<file path="src/rtl/arb_selector_pkg.sv">
// arb_selector_pkg: shared level/direction constants and index-width helper for the arbiter
package arb_selector_pkg;
  localparam bit HIGH = 1'b1;
  localparam bit LOW = 1'b0;
  localparam bit ENABLE = 1'b1;
  localparam bit DISABLE = 1'b0;
  function automatic int idx_w(input int n);
    return n > 1 ? $clog2(n) : 1;
  endfunction
endpackage

</file>
<file path="src/rtl/arb_selector_grant_gen.sv">
// arb_grant_gen: combinational one-hot grant and binary index from requests and round-robin pointer
module arb_grant_gen
  import arb_selector_pkg::*;
#(
  parameter int IN = 4,
  parameter bit MSB = ENABLE,
  parameter bit MODE = HIGH,
  localparam int IDX_W = idx_w(IN)
) (
  input  logic [IN-1:0]    req,
  input  logic [IDX_W-1:0] ptr,
  output logic [IN-1:0]    grant,
  output logic [IDX_W-1:0] idx
);
  logic [IN-1:0] keep;
  logic [2*IN-1:0] dbl;
  int pos;
  // The masked copy covers the lanes from the pointer onward; the full copy supplies the wrap
  always_comb begin
    keep = '1;
    pos = 0;
    for (int i = 0; i < IN; i++) keep[i] = MODE ? (MSB ? (i <= int'(ptr)) : (i >= int'(ptr))) : 1'b1;
    dbl = MSB ? {req & keep, req} : {req, req & keep};
    for (int i = 0; i < 2*IN; i++) if (MSB ? dbl[i] : dbl[2*IN-1-i]) pos = MSB ? i : 2*IN-1-i;
    idx = IDX_W'(pos >= IN ? pos - IN : pos);
    grant = |req ? IN'(1) << idx : '0;
  end
endmodule

</file>
<file path="src/rtl/arb_selector.sv">
// arb_selector: registered N-to-1 arbitrated selector with valid/ready on every lane and the output
module arb_selector
  import arb_selector_pkg::*;
#(
  parameter int DATA = 32,
  parameter int IN = 4,
  parameter bit ACT = HIGH,
  parameter bit MSB = ENABLE,
  parameter bit MODE = HIGH,
  localparam int IDX_W = idx_w(IN)
) (
  input  logic                 clk,
  input  logic                 reset,
  input  logic [IN-1:0]        in_valid,
  input  logic [DATA*IN-1:0]   in_data,
  output logic [IN-1:0]        in_ready,
  output logic                 out_valid,
  input  logic                 out_ready,
  output logic [DATA-1:0]      out_data,
  output logic [IN-1:0]        out_pos,
  output logic [IDX_W-1:0]     out_idx
);
  logic [IN-1:0] req, grant, out_pos_d, out_pos_q;
  logic [IDX_W-1:0] idx, out_idx_d, out_idx_q, ptr_d, ptr_q;
  logic [DATA-1:0] out_data_d, out_data_q;
  logic out_valid_d, out_valid_q, load, xfer;
  assign req = ACT ? in_valid : ~in_valid;
  assign load = ~out_valid_q | out_ready;
  arb_grant_gen #(.IN(IN), .MSB(MSB), .MODE(MODE)) u_grant (
    .req(req), .ptr(ptr_q), .grant(grant), .idx(idx)
  );
  always_comb begin
    xfer = ~reset & load & |req;
    in_ready = xfer ? grant : '0;
    out_valid_d = load ? xfer : out_valid_q;
    out_data_d = xfer ? in_data[DATA*int'(idx) +: DATA] : out_data_q;
    out_pos_d = xfer ? grant : out_pos_q;
    out_idx_d = xfer ? idx : out_idx_q;
    ptr_d = MODE && xfer ? (MSB ? (idx == '0 ? IDX_W'(IN-1) : idx - 1'b1)
                                : (idx == IDX_W'(IN-1) ? '0 : idx + 1'b1)) : ptr_q;
  end
  always_ff @(posedge clk) begin
    if (reset) begin
      out_valid_q <= 1'b0;
      out_data_q <= '0;
      out_pos_q <= '0;
      out_idx_q <= '0;
      ptr_q <= '0;
    end else begin
      out_valid_q <= out_valid_d;
      out_data_q <= out_data_d;
      out_pos_q <= out_pos_d;
      out_idx_q <= out_idx_d;
      ptr_q <= ptr_d;
    end
  end
  assign out_valid = out_valid_q;
  assign out_data = out_data_q;
  assign out_pos = out_pos_q;
  assign out_idx = out_idx_q;
endmodule

</file>
<file path="config.mk">
export PLATFORM = sky130hd
export DESIGN_NAME = arb_selector
export DESIGN_NICKNAME = d
export VERILOG_FILES = /design/src/rtl/arb_selector_pkg.sv /design/src/rtl/arb_selector_grant_gen.sv /design/src/rtl/arb_selector.sv
export SDC_FILE = /design/constraint.sdc
export NUM_CORES = 1
export LEC_CHECK = 0
export BUFFER_PORTS_ARGS = -buffer_cell sky130_fd_sc_hd__buf_2
export CORE_ASPECT_RATIO = 0.6
export CORE_UTILIZATION = 45
export DETAILED_ROUTE_END_ITERATION = 12
export PLACE_DENSITY = 0.78
export RECOVER_POWER = 25
export SETUP_SLACK_MARGIN = 0.15
export SLEW_MARGIN = 25
export SYNTH_ARGS = -nofsm -noshare
export SYNTH_HDL_FRONTEND = slang
export SYNTH_SLANG_ARGS = --single-unit
export TNS_END_PERCENT = 10
</file>
<file path="constraint.sdc">
create_clock -name clk -period 2.9 [get_ports clk]
set_clock_uncertainty 0.05 [all_clocks]
set_input_delay 0.435 -clock clk [delete_from_list [all_inputs] [get_ports clk]]
set_output_delay 0.435 -clock clk [all_outputs]
set_load 0.02 [all_outputs]
</file>
==> After elaboration in Yosys (flattened, before gate mapping) <==
Cells that the tools add are included.
{ "totals": {"output_inout_bits": 43, "in_bits": 135, "register_bits": 41, "wordCells": 32} }
{ "op_classes": {"n_lt_le_gt_ge": 4, "bitwise": 6, "muxes": 11, "n_shift": 2, "n_reduce_logical": 2, "add_sub_neg": 2} }
{ "ops": {"columns": ["operator", "n"], "rows": [
  ["128-bit by 8-bit indexed part select with 32-bit output", 1],
  ["3-bit two-way mux", 4],
  ["2-bit two-way mux", 4],
  ["4-bit two-way mux", 2],
  ["4-bit AND", 1],
  ["2-bit less-or-equal comparator (first input constant)", 2],
  ["4-bit OR reduction", 1],
  ["1-bit by 2-bit << shifter with 4-bit output (first input constant)", 1],
  ["2-bit by 1-bit subtractor with 2-bit output (second input constant)", 2],
  ["3-bit >= comparator (second input constant)", 1],
  ["1-bit AND", 2],
  ["1-bit by 2-bit less-or-equal comparator with 1-bit output (first input constant)", 1],
  ["2-bit logical NOT", 1],
  ["1-bit inverter", 2],
  ["1-bit two-way mux", 1],
  ["1-bit bitwise OR", 1]
]} }

==> Depth between registers and ports, before layout <==
Gate-level depths: netlist of the first run.
{ "logic_depth": {"depth_word": 12, "depth_mapped": 8, "ltp_nobuf": 7} }

==> Modules after synthesis <==
From an unflattened synthesis of the first run, not the netlist that was laid out.
{ "hier_totals": {"hier_cells": 268, "hier_area_um2": 2638.8} }
{ "modules_own_cells": {"columns": ["mod", "seq_area_each_um2", "area_per_inst_um2", "instances", "cells_per_inst"], "rows": [
  ["arb_selector", 820.8, 2451.1, 1, 237],
  ["arb_grant_gen", 0.0, 187.7, 1, 31]
]} }

==> Least setup slack after synthesis of the first run <==
Ideal clock, no wire load.
{ "synth_path": {"path_kind": "input port to output port", "from": "input port in_valid[1]", "to": "output port in_ready[0]", "arrival_ps": 1774, "path_buffers": 1, "stages": 8, "t_required_ps": 2415, "path_slack_ps": 641, "cell_sequence": "mux2_4 > a22o_4 > a21o_4 > inv_6 > buf_4 > ha_1 > nand2_1 > inv_1"} }
{ "synth_between": {"elab_chain_cells": 12, "elab_cells_between_ends": 16, "classes_between": "add/sub: 1; order compare: 1; shift: 1; mux: 10; bitwise: 2; reduce/logical: 1"} }
{ "synth_lines": {"columns": ["item", "line_no", "text"], "rows": [
  ["start, declared", "arb_selector.sv:14", "input logic [IN-1:0] in_valid,"],
  ["1-bit two-way mux", "arb_selector_grant_gen.sv:24", "for (int i = 0; i < 2*IN; i++) if (MSB ? dbl[i] : dbl[2*IN-1-i]) pos = MSB ? i : 2*IN-1-i;"],
  ["2-bit two-way mux (2 in series)", "arb_selector_grant_gen.sv:24", null],
  ["3-bit two-way mux", "arb_selector_grant_gen.sv:24", null],
  ["3-bit two-way mux (*) (3 in series)", "arb_selector_grant_gen.sv:24", null],
  ["3-bit >= comparator / 2-bit by 1-bit subtractor with 2-bit output (equally long branches)", "arb_selector_grant_gen.sv:25", "idx = IDX_W'(pos >= IN ? pos - IN : pos);"],
  ["2-bit two-way mux (*)", "arb_selector_grant_gen.sv:25", null],
  ["named net idx[0]", "arb_selector.sv:24", "logic [IDX_W-1:0] idx, out_idx_d, out_idx_q, ptr_d, ptr_q;"],
  ["1-bit by 2-bit << shifter with 4-bit output (*)", "arb_selector_grant_gen.sv:26", "grant = |req ? IN'(1) << idx : '0;"],
  ["4-bit two-way mux (*)", "arb_selector_grant_gen.sv:26", null],
  ["4-bit two-way mux (*)", "arb_selector.sv:34", "in_ready = xfer ? grant : '0;"],
  ["end, declared", "arb_selector.sv:16", "output logic [IN-1:0] in_ready,"]
]} }
The timed path passes the listed nets; every way through them passes the cells marked *.

==> Worst setup path after layout of the first run <==
{ "layout_path": {"from": "register ptr_q[1]", "to": "output port in_ready[2]"} }
{ "layout_between": {"elab_chain_cells": 10, "elab_cells_between_ends": 13, "classes_between": "add/sub: 1; order compare: 4; shift: 1; mux: 6; bitwise: 1"} }
{ "layout_lines": {"columns": ["item", "line_no", "text"], "rows": [
  ["start, declared", "arb_selector.sv:24", null],
  ["start signal, assigned", "arb_selector.sv:54", "ptr_q <= ptr_d;"],
  ["1-bit by 2-bit less-or-equal comparator with 1-bit output", "arb_selector_grant_gen.sv:22", "for (int i = 0; i < IN; i++) keep[i] = MODE ? (MSB ? (i <= int'(ptr)) : (i >= int'(ptr))) : 1'b1;"],
  ["4-bit AND (*)", "arb_selector_grant_gen.sv:23", "dbl = MSB ? {req & keep, req} : {req, req & keep};"],
  ["3-bit two-way mux (2 in series)", "arb_selector_grant_gen.sv:24", null],
  ["3-bit two-way mux (*)", "arb_selector_grant_gen.sv:24", null],
  ["3-bit >= comparator / 2-bit by 1-bit subtractor with 2-bit output (equally long branches)", "arb_selector_grant_gen.sv:25", null],
  ["2-bit two-way mux (*)", "arb_selector_grant_gen.sv:25", null],
  ["named net idx[0]", "arb_selector.sv:24", null],
  ["1-bit by 2-bit << shifter with 4-bit output (*)", "arb_selector_grant_gen.sv:26", null],
  ["4-bit two-way mux (*)", "arb_selector_grant_gen.sv:26", null],
  ["4-bit two-way mux (*)", "arb_selector.sv:34", null]
]} }
Marked as above.

==> results of run 1 <==
-- report_power, final --
group / switching (W) / internal, W / leakage, nW
logic: 0.000441 / 0.000297 / 1.59
clock network: 0.000209 / 0.000338 / 0.0700
registers: 0.0000523 / 0.000652 / 0.341
-- tightest hold or removal path, stage by stage, from the launching register on --
cell and delay (ns):
dfxtp_1 0.31, nand2_1 0.05, a21oi_1 0.05
-- cell families after synthesis --
logic type      count (synthesis)
buf+inv                        59
fa+ha+maj                       4
simple gates                  111
flops                          41
mux                            62
compound gates                109
-- cell type report --
cell class	count	area [sq um]
multi-input cells	286	1960
inverters	13	53.8
repair buffers	190	970
clock buffers	7	143
fillers	584	2270
well taps	84	105
flip-flops and latches	41	821
-- routing by layer --
layer	vias to the layer above	track usage (%)	wire [microns]
li1	1747	-	-
met1	1633	35.5	4250
met2	159	41.6	4380
met3	9	5.42	853
met4	0	4.73	52
met5	-	0	0
-- registers in the layout, summed over array words and instances, names as in the netlist --
signal,cells
out_valid,1
out_pos,4
out_data,32
ptr_q,2
out_idx,2
-- synth_stat cells (all sizes together) --
cell	count	share of area (%)
or4	1	0.25
mux4	1	0.74
nand4	56	11
a221o	1	0.33
a22o	1	0.57
nand2b	2	0.41
ha	4	1.6
clkbuf	26	3.3
a21o	3	0.98
a211oi	10	2.6
mux2i	59	19
nand2	44	5.4
o21ai	1	0.16
o211ai	28	6.9
nand3	2	0.65
a21oi	65	11
and2b	1	0.25
nor2	3	0.37
buf	20	4.2
and3	1	0.20
clkinv	1	0.12
mux2	2	0.86
dfxtp	41	27
nor2b	1	0.20
inv	12	1.6
-- through the flow --
| stage | hold WS, ns | util [%] | total power [W] |
|---|---|---|---|
| after floorplan | 0.425 | - | 0.00121 |
| after global placement | 0.386 | 62.2 | 0.00145 |
| after detailed placement | 0.391 | 62.2 | 0.00146 |
| after CTS | 0.401 | 64.5 | 0.00201 |
| after global routing | 0.418 | 64.1 | 0.00210 |
| final | 0.404 | 64.1 | 0.00199 |
-- worst paths after layout --
check / slack [ns] / from / cells after the start / endpoint
setup / recovery: 0.33 / ptr_q[1] / 8 / in_ready[2]
hold / removal: 0.40 / out_pos[3] / 2 / out_pos[3]
hold reg to reg: 0.40 / out_pos[3] / 2 / out_pos[3]
setup reg to reg: 0.60 / ptr_q[1] / 7 / out_data[14]
==> metrics.txt, run 1 <==
simple-gate share of the synthesized area 19.2%; min cycle time layout 2.57 ns; Gate Count Post-Synth 386; Layout Cells excl Fill 621; Tot GR Track Use 25.8%; Hold Buf Count CTS 0; dpl ws 0.350 ns; Peak VDD IR 0.000274 V; post-route cell area 4060 sq um; Slowest-stage cell, CP dfxtp_1; Total Nets Final 676; fin. max-slew vios 0; Arr. time, crit path 2.08 ns; FF+latch count, synth 41; Vias/cell 5.71; WL final 9540 microns; leading cell type in the layout, fill and taps excluded buf_2; maximum fanout along the worst path 11; proportion of synthesized area in mux cells 20.9%; final setup fails 0; RSZ-0062 raised after global routing false; starting density of the core 48.3%; outcome completed; HP Class reg2reg; Via Count 3548; worst setup margin 0.333 ns; CTS H-tree lvls 2; site row count 22; placed inst area 3940 sq um; CTS tree done; Antenna diodes 0; dpl cells 614; XOR/XNOR Fraction of Synth Area 0%; biggest cell delay along the critical path 0.43 ns; combinational family with the most area after synthesis compound AO/OA/AOI/OAI gates; Clock Latency Late Sink 0.28 ns; CP Launch Type flip-flop; Final GP Congestion 0.872; synth warn 0; number of DRC markers in iteration 0 347; delay-heaviest family, CP compound AO/OA/AOI/OAI gates; Buffers on Ports 177; largest net degree at the start of global routing 61; sequential share of the synthesized area 26.8%; most frequent cells in the layout buf_2 (156), a21oi_1 (65), mux2i_1 (59); cts repair resizes 0; Setup CP Type reg2out; I/O pin count 178; Worst Path Buf+Inv 3; crit share post-route 88.5%; clock buffer depth 2; CTS sink cnt 41; DRT Pass-1 Iters 5; initial antenna violation count 0; Leak 2.00 nW; number of max-cap violations 0; die height 65.9 microns; Adder-Cell Fraction of Synth Area 1.64%; Num CTS Buffers 5; Clock Pin Slew Worst Setup and Hold Paths 0.06 ns; achievable clock frequency 389 MHz; post-DR wirelength/cell 15.4 microns; syn_nets 525; fraction of final layout cells sized beyond drive strength 1 35.4%; grt total ovfl 0; number of distinct library cells after synthesis 34; pwr/cell area 490 nW/um^2; Post-CTS Setup Bufs 0; Mapped Avg Cell Area 7.92 sq um; global-route wire length before repair 14600 microns; final hold viol count 0; crit path capture type primary output; die width 108 microns; CTS root buf clkbuf_16; synthesized cell area 3060 sq um; Final ANT Viol Nets 0; die area 7140 sq um; Slew HR 56.9%; core area 6330 sq um; Residual DRC 0; Synth Area in Compound Gates 22.2%; Slew @ Worst Pin 0.647 ns; hpwl dp 6790 microns; vias in the first global route 3019; Data required, critical path 2.41 ns; setup TNS 0 ns; Synth-to-Final Area Change 32.7%; worst path cell trace mux2_4, a22o_4, a21o_4, inv_6, ha_1, nand2_1, inv_1, buf_2
(Power assumes the default switching activity.)
==> run 2: changes to the inputs <==
--- a/config.mk
+++ b/config.mk
@@ -6,10 +6,12 @@
 export NUM_CORES = 1
 export LEC_CHECK = 0
 export BUFFER_PORTS_ARGS = -buffer_cell sky130_fd_sc_hd__buf_2
+export CELL_PAD_IN_SITES_DETAIL_PLACEMENT = 1
+export CELL_PAD_IN_SITES_GLOBAL_PLACEMENT = 2
 export CORE_ASPECT_RATIO = 0.6
-export CORE_UTILIZATION = 45
+export CORE_UTILIZATION = 23
 export DETAILED_ROUTE_END_ITERATION = 12
-export PLACE_DENSITY = 0.78
+export PLACE_DENSITY = 0.77
 export RECOVER_POWER = 25
 export SETUP_SLACK_MARGIN = 0.15
 export SLEW_MARGIN = 25
==> metrics.txt, run 2 (same netlist as run 1, synthesis figures left out) <==
Slew @ Worst Pin 0.697 ns (+0.0502 ns); final setup fails 0 (unchanged); fraction of final layout cells sized beyond drive strength 1 35.4% (unchanged); final hold viol count 0 (unchanged); HP Class in2reg; post-DR wirelength/cell 17.2 microns (+12%); hpwl dp 8820 microns (+30%); leading cell type in the layout, fill and taps excluded buf_2; pwr/cell area 485 nW/um^2 (-1.0%); starting density of the core 23.7% (-25 points); Clock Pin Slew Worst Setup and Hold Paths 0.07 ns (about the same); Setup CP Type reg2out; die area 13800 sq um (+93%); core area 12900 sq um (+100%); RSZ-0062 raised after global routing false; CTS sink cnt 41 (unchanged); crit path capture type primary output; CP Launch Type flip-flop; Hold Buf Count CTS 0 (unchanged); Final ANT Viol Nets 0 (unchanged); Total Power 0.00202 W (+1.7%); outcome completed; Final GP Congestion 0.820 (-5.9%); number of max-cap violations 0 (unchanged); initial antenna violation count 1 (+1); Slew HR 53.5% (-3.3 points); Residual DRC 0 (unchanged); biggest cell delay along the critical path 0.42 ns (about the same); Buffers on Ports 177 (unchanged); Leak 2.01 nW (+0.12%); Arr. time, crit path 1.99 ns (-0.09 ns); Vias/cell 5.13 (-10%); min cycle time layout 2.48 ns (-0.0885 ns); DRT Pass-1 Iters 4 (-1); crit share post-route 85.5% (-3.1 points); most frequent cells in the layout buf_2 (156), a21oi_1 (65), mux2i_1 (59); cts repair resizes 0 (unchanged); Post-CTS Setup Bufs 0 (unchanged); site row count 32 (+45%); vias in the first global route 3681 (+22%); achievable clock frequency 403 MHz (+3.6%); Data required, critical path 2.41 ns (about the same); fin. max-slew vios 0 (unchanged); Peak VDD IR 0.000181 V (-34%); post-route cell area 4170 sq um (+2.7%); global-route wire length before repair 18800 microns (+29%); Via Count 3631 (+2.3%); CTS tree done; clock buffer depth 2 (unchanged); Tot GR Track Use 17.3% (-8.5 points); die height 91.3 microns (+39%); Layout Cells excl Fill 708 (+14%); Num CTS Buffers 5 (unchanged); dpl cells 699 (+14%); Total Nets Final 675 (-0.15%); number of DRC markers in iteration 0 82 (-76%); I/O pin count 178 (unchanged); Slowest-stage cell, CP dfxtp_1; Clock Latency Late Sink 0.28 ns (about the same); WL final 12200 microns (+28%); grt total ovfl 0 (unchanged); die width 151 microns (+39%); max FFs per register 32 (unchanged); CTS H-tree lvls 2 (unchanged); setup TNS 0 ns (unchanged); Synth-to-Final Area Change 36.3%; hold_ws 0.398 ns (-0.00615 ns); placed inst area 4050 sq um (+2.9%); maximum fanout along the worst path 6 (-5); CTS root buf clkbuf_16; worst path cell trace mux2_4, a22o_4, a21o_4, inv_6, ha_1, nand2_1, inv_1, buf_2; largest net degree at the start of global routing 61 (unchanged)
## run 2: final timing paths
| check | slack (ns) | end | cells after the start | from |
|---|---|---|---|---|
| worst max-delay path | 0.42 | in_ready[0] | 8 | ptr_q[1] |
| worst min register to register | 0.41 | out_idx[1] | 2 | out_idx[1] |
| worst max register to register | 0.57 | out_data[31] | 7 | ptr_q[1] |
| worst min-delay path | 0.40 | out_data[18] | 3 | in_data[114] |
## run 2: critical path: cells and delay by family (launching register included)
family | cells | cell delay, ns
buffers and inverters | 3 | 0.31
muxes | 1 | 0.32
AOI/OAI and AO/OA | 2 | 0.45
adders and majority gates | 1 | 0.14
and+or+nand+nor | 1 | 0.06
DFF | 1 | 0.42
## run 2: cell type report
class	count	area [sq um]
Fill cell	1605	8720
Multi-Input combinational cell	286	1960
Timing Repair Buffer	189	975
Sequential cell	41	821
Tap cell	170	213
Clock buffer	6	129
Inverter	13	53.8
Clock inverter	2	10.0
Antenna cell	1	2.50
## run 2: layer usage
metal  vias to the layer above  part of all wire (%)  global-route usage, %
met4                         2                  0.65                   3.58
met1                      1724                    48                   23.0
li1                       1747                     -                      -
met2                       150                    42                   27.0
met5                         -                  0.11                      0
met3                         8                   9.3                   5.48
## run 2: power by group
group          total, W  internal, W  switching (W)
sequential     0.000704     0.000652      0.0000519
combinational  0.000759     0.000298       0.000460
clock          0.000560     0.000317       0.000243
## run 2: metrics by stage
step                      worst slack, ns  utilization, %
final                               0.421            32.3
after global routing                0.291            32.3
after CTS                           0.401            32.5
after detailed placement            0.387            31.4
after global placement              0.424            31.4
after floorplan                     0.641               -
==> run 3: changes to the inputs <==
==> constraint.sdc (replaced) <==
create_clock -name clk -period 2.9 [get_ports clk]
set_clock_uncertainty 0.05 [all_clocks]
set_input_delay 0 -clock clk [delete_from_list [all_inputs] [get_ports clk]]
set_output_delay 0 -clock clk [all_outputs]
set_load 0.02 [all_outputs]
==> metrics.txt, run 3 (same netlist as run 1, synthesis figures left out) <==
grt total ovfl 0 (unchanged); Reg2Reg Setup Slack 0.32 ns (-0.25 ns); starting density of the core 23.7% (unchanged); biggest cell delay along the critical path 0.57 ns (+0.15 ns); pwr/cell area 473 nW/um^2 (-2.5%); CP Launch Point ptr_q[1]; dpl ws 0.653 ns (+0.266 ns); CTS tree done; crit share post-route 88.9% (+3.4 points); CP Launch Type flip-flop; HP Class in2reg; site row count 32 (unchanged); Arr. time, crit path 2.70 ns (+0.71 ns); Residual DRC 0 (unchanged); initial antenna violation count 2 (+1); setup TNS 0 ns (unchanged); Worst setup endpoint out_data[7]; worst setup margin 0.322 ns (-0.0992 ns); Slew @ Worst Pin 0.663 ns (-0.0346 ns); Synth-to-Final Area Change 52.3%; min cycle time layout 2.58 ns (+0.0992 ns); fillers 1585 (-1.2%); fin. max-slew vios 0 (unchanged); Data required, critical path 3.02 ns (+0.61 ns); Peak VDD IR 0.000211 V (+17%); die width 151 microns (unchanged); CTS H-tree lvls 2 (unchanged); Final ANT Viol Nets 0 (unchanged); R2R depth 8 (+1); delay-heaviest family, CP buffers and inverters; Reg area 821 sq um (unchanged); Total Nets Final 722 (+7.0%); WL final 13100 microns (+7.5%); Buffers on Ports 177 (unchanged); maximum fanout along the worst path 35 (+29); GRT met1 Usage 24.4% (+1.4 points); CTS sink cnt 41 (unchanged); RSZ-0062 raised after global routing false; fraction of final layout cells sized beyond drive strength 1 32.9% (-2.5 points); post-route cell area 4660 sq um (+12%); Worst Path Buf+Inv 3 (unchanged); Clock Pin Slew Worst Setup and Hold Paths 0.07 ns (about the same); leading cell type in the layout, fill and taps excluded buf_2; CTS root buf clkbuf_16; die height 91.3 microns (unchanged); Worst path depth 8 (unchanged); Vias/cell 5.08 (-1.0%); Clock Latency Late Sink 0.29 ns (about the same); Slew HR 55.8% (+2.3 points); r2r startpoint ptr_q[1]; achievable clock frequency 388 MHz (-3.8%); Via Count 3833 (+5.6%); Tot GR Track Use 19.1% (+1.8 points); Num CTS Buffers 5 (unchanged); clock buffer depth 2 (unchanged); hpwl dp 9020 microns (+2.3%); vias in the first global route 4087 (+11%); number of max-cap violations 0 (unchanged); Leak 2.21 nW (+10%); post-DR wirelength/cell 17.3 microns (+0.84%); placed inst area 4050 sq um (-0.12%); Multi-input gate area 1960 sq um (unchanged); most frequent cells in the layout buf_2 (156), a21oi_1 (65), mux2i_1 (59); dpl cells 700 (+0.14%); GR peak layer met2; die area 13800 sq um (unchanged); Slowest-stage cell, CP dlygate4sd3_1; global-route wire length before repair 20600 microns (+9.4%); routing usage on met2 31.1% (+4.1 points); final setup fails 0 (unchanged); max FFs per register 32 (unchanged); Final GP Congestion 0.772 (-5.9%); Final Core Density 36.1% (+3.8 points); worst path cell trace mux2_4, a22o_4, a21o_4, inv_6, buf_12, mux2i_1, dlygate4sd3_1, o211ai_1; outcome completed; crit path capture type flip-flop; core area 12900 sq um (unchanged); final hold viol count 0 (unchanged); Setup CP Type reg2reg; number of DRC markers in iteration 0 104 (+27%); DRT Pass-1 Iters 4 (unchanged); GR Util met3 5.33% (-0.15 points); I/O pin count 178 (unchanged); worst flop-to-flop path endpoint out_data[7]; largest net degree at the start of global routing 59 (-3.3%); Layout Cells excl Fill 755 (+6.6%)
## run 3: tightest hold or removal path, delay by kind of cell
| kind | cells | cell delay [ns] |
|---|---|---|
| buf+inv | 1 | 0.08 |
| mux | 1 | 0.06 |
| compound gates | 1 | 0.17 |
## run 3: power by group
group / internal, W / switching, W / leakage (nW)
registers: 0.000651 / 0.0000500 / 0.341
logic: 0.000350 / 0.000475 / 1.79
clock network: 0.000409 / 0.000268 / 0.0800
total: 0.00141 / 0.000792 / 2.21
## run 3: cell type report
| cell class | count | share of cell area, % |
|---|---|---|
| diodes | 1 | 0.0537 |
| clock buffers | 5 | 2.69 |
| clock inverters | 3 | 0.994 |
| inverters | 13 | 1.16 |
| multi-input cells | 286 | 42.2 |
| flip-flops and latches | 41 | 17.6 |
| well taps | 170 | 4.57 |
| repair buffers | 236 | 30.7 |
## run 3: worst min path at each step
| stage | startpoint | endpoint | slack, ns | cells past startpoint |
|---|---|---|---|---|
| global placement | in_data[101] | out_data[5] | 0.25 | 3 |
| floorplan | in_data[96] | out_data[0] | 0.16 | 2 |
| finish | in_data[84] | out_data[20] | 0.004 | 3 |
| CTS | in_data[111] | out_data[15] | 0.002 | 3 |
| global route | in_data[90] | out_data[26] | 0.01 | 3 |
| detailed placement | in_data[117] | out_data[21] | 0.26 | 3 |
## run 3: timing repair
item | 4_1_cts | 5_1_grt
endpoints found under the hold margin | 31 | 0
setup buffers | 0 | 0
gates resized for setup | 0 | 0
hold buffers | 46 | 0
## run 3: layer usage
metal / vias to the layer above / wire (microns)
met5: - / 13
met4: 2 / 202
met3: 17 / 1080
met2: 157 / 5680
met1: 1818 / 6120
li1: 1839 / -
## run 3: through the flow
| step | power, W | hold WS, ns |
|---|---|---|
| 2_1_floorplan | 0.00121 | 0.162 |
| 3_3_place_gp | 0.00147 | 0.251 |
| 3_5_place_dp | 0.00149 | 0.259 |
| 4_1_cts | 0.00224 | 0.00159 |
| 5_1_grt | 0.00234 | 0.00977 |
| 6_report | 0.00220 | 0.00446 |
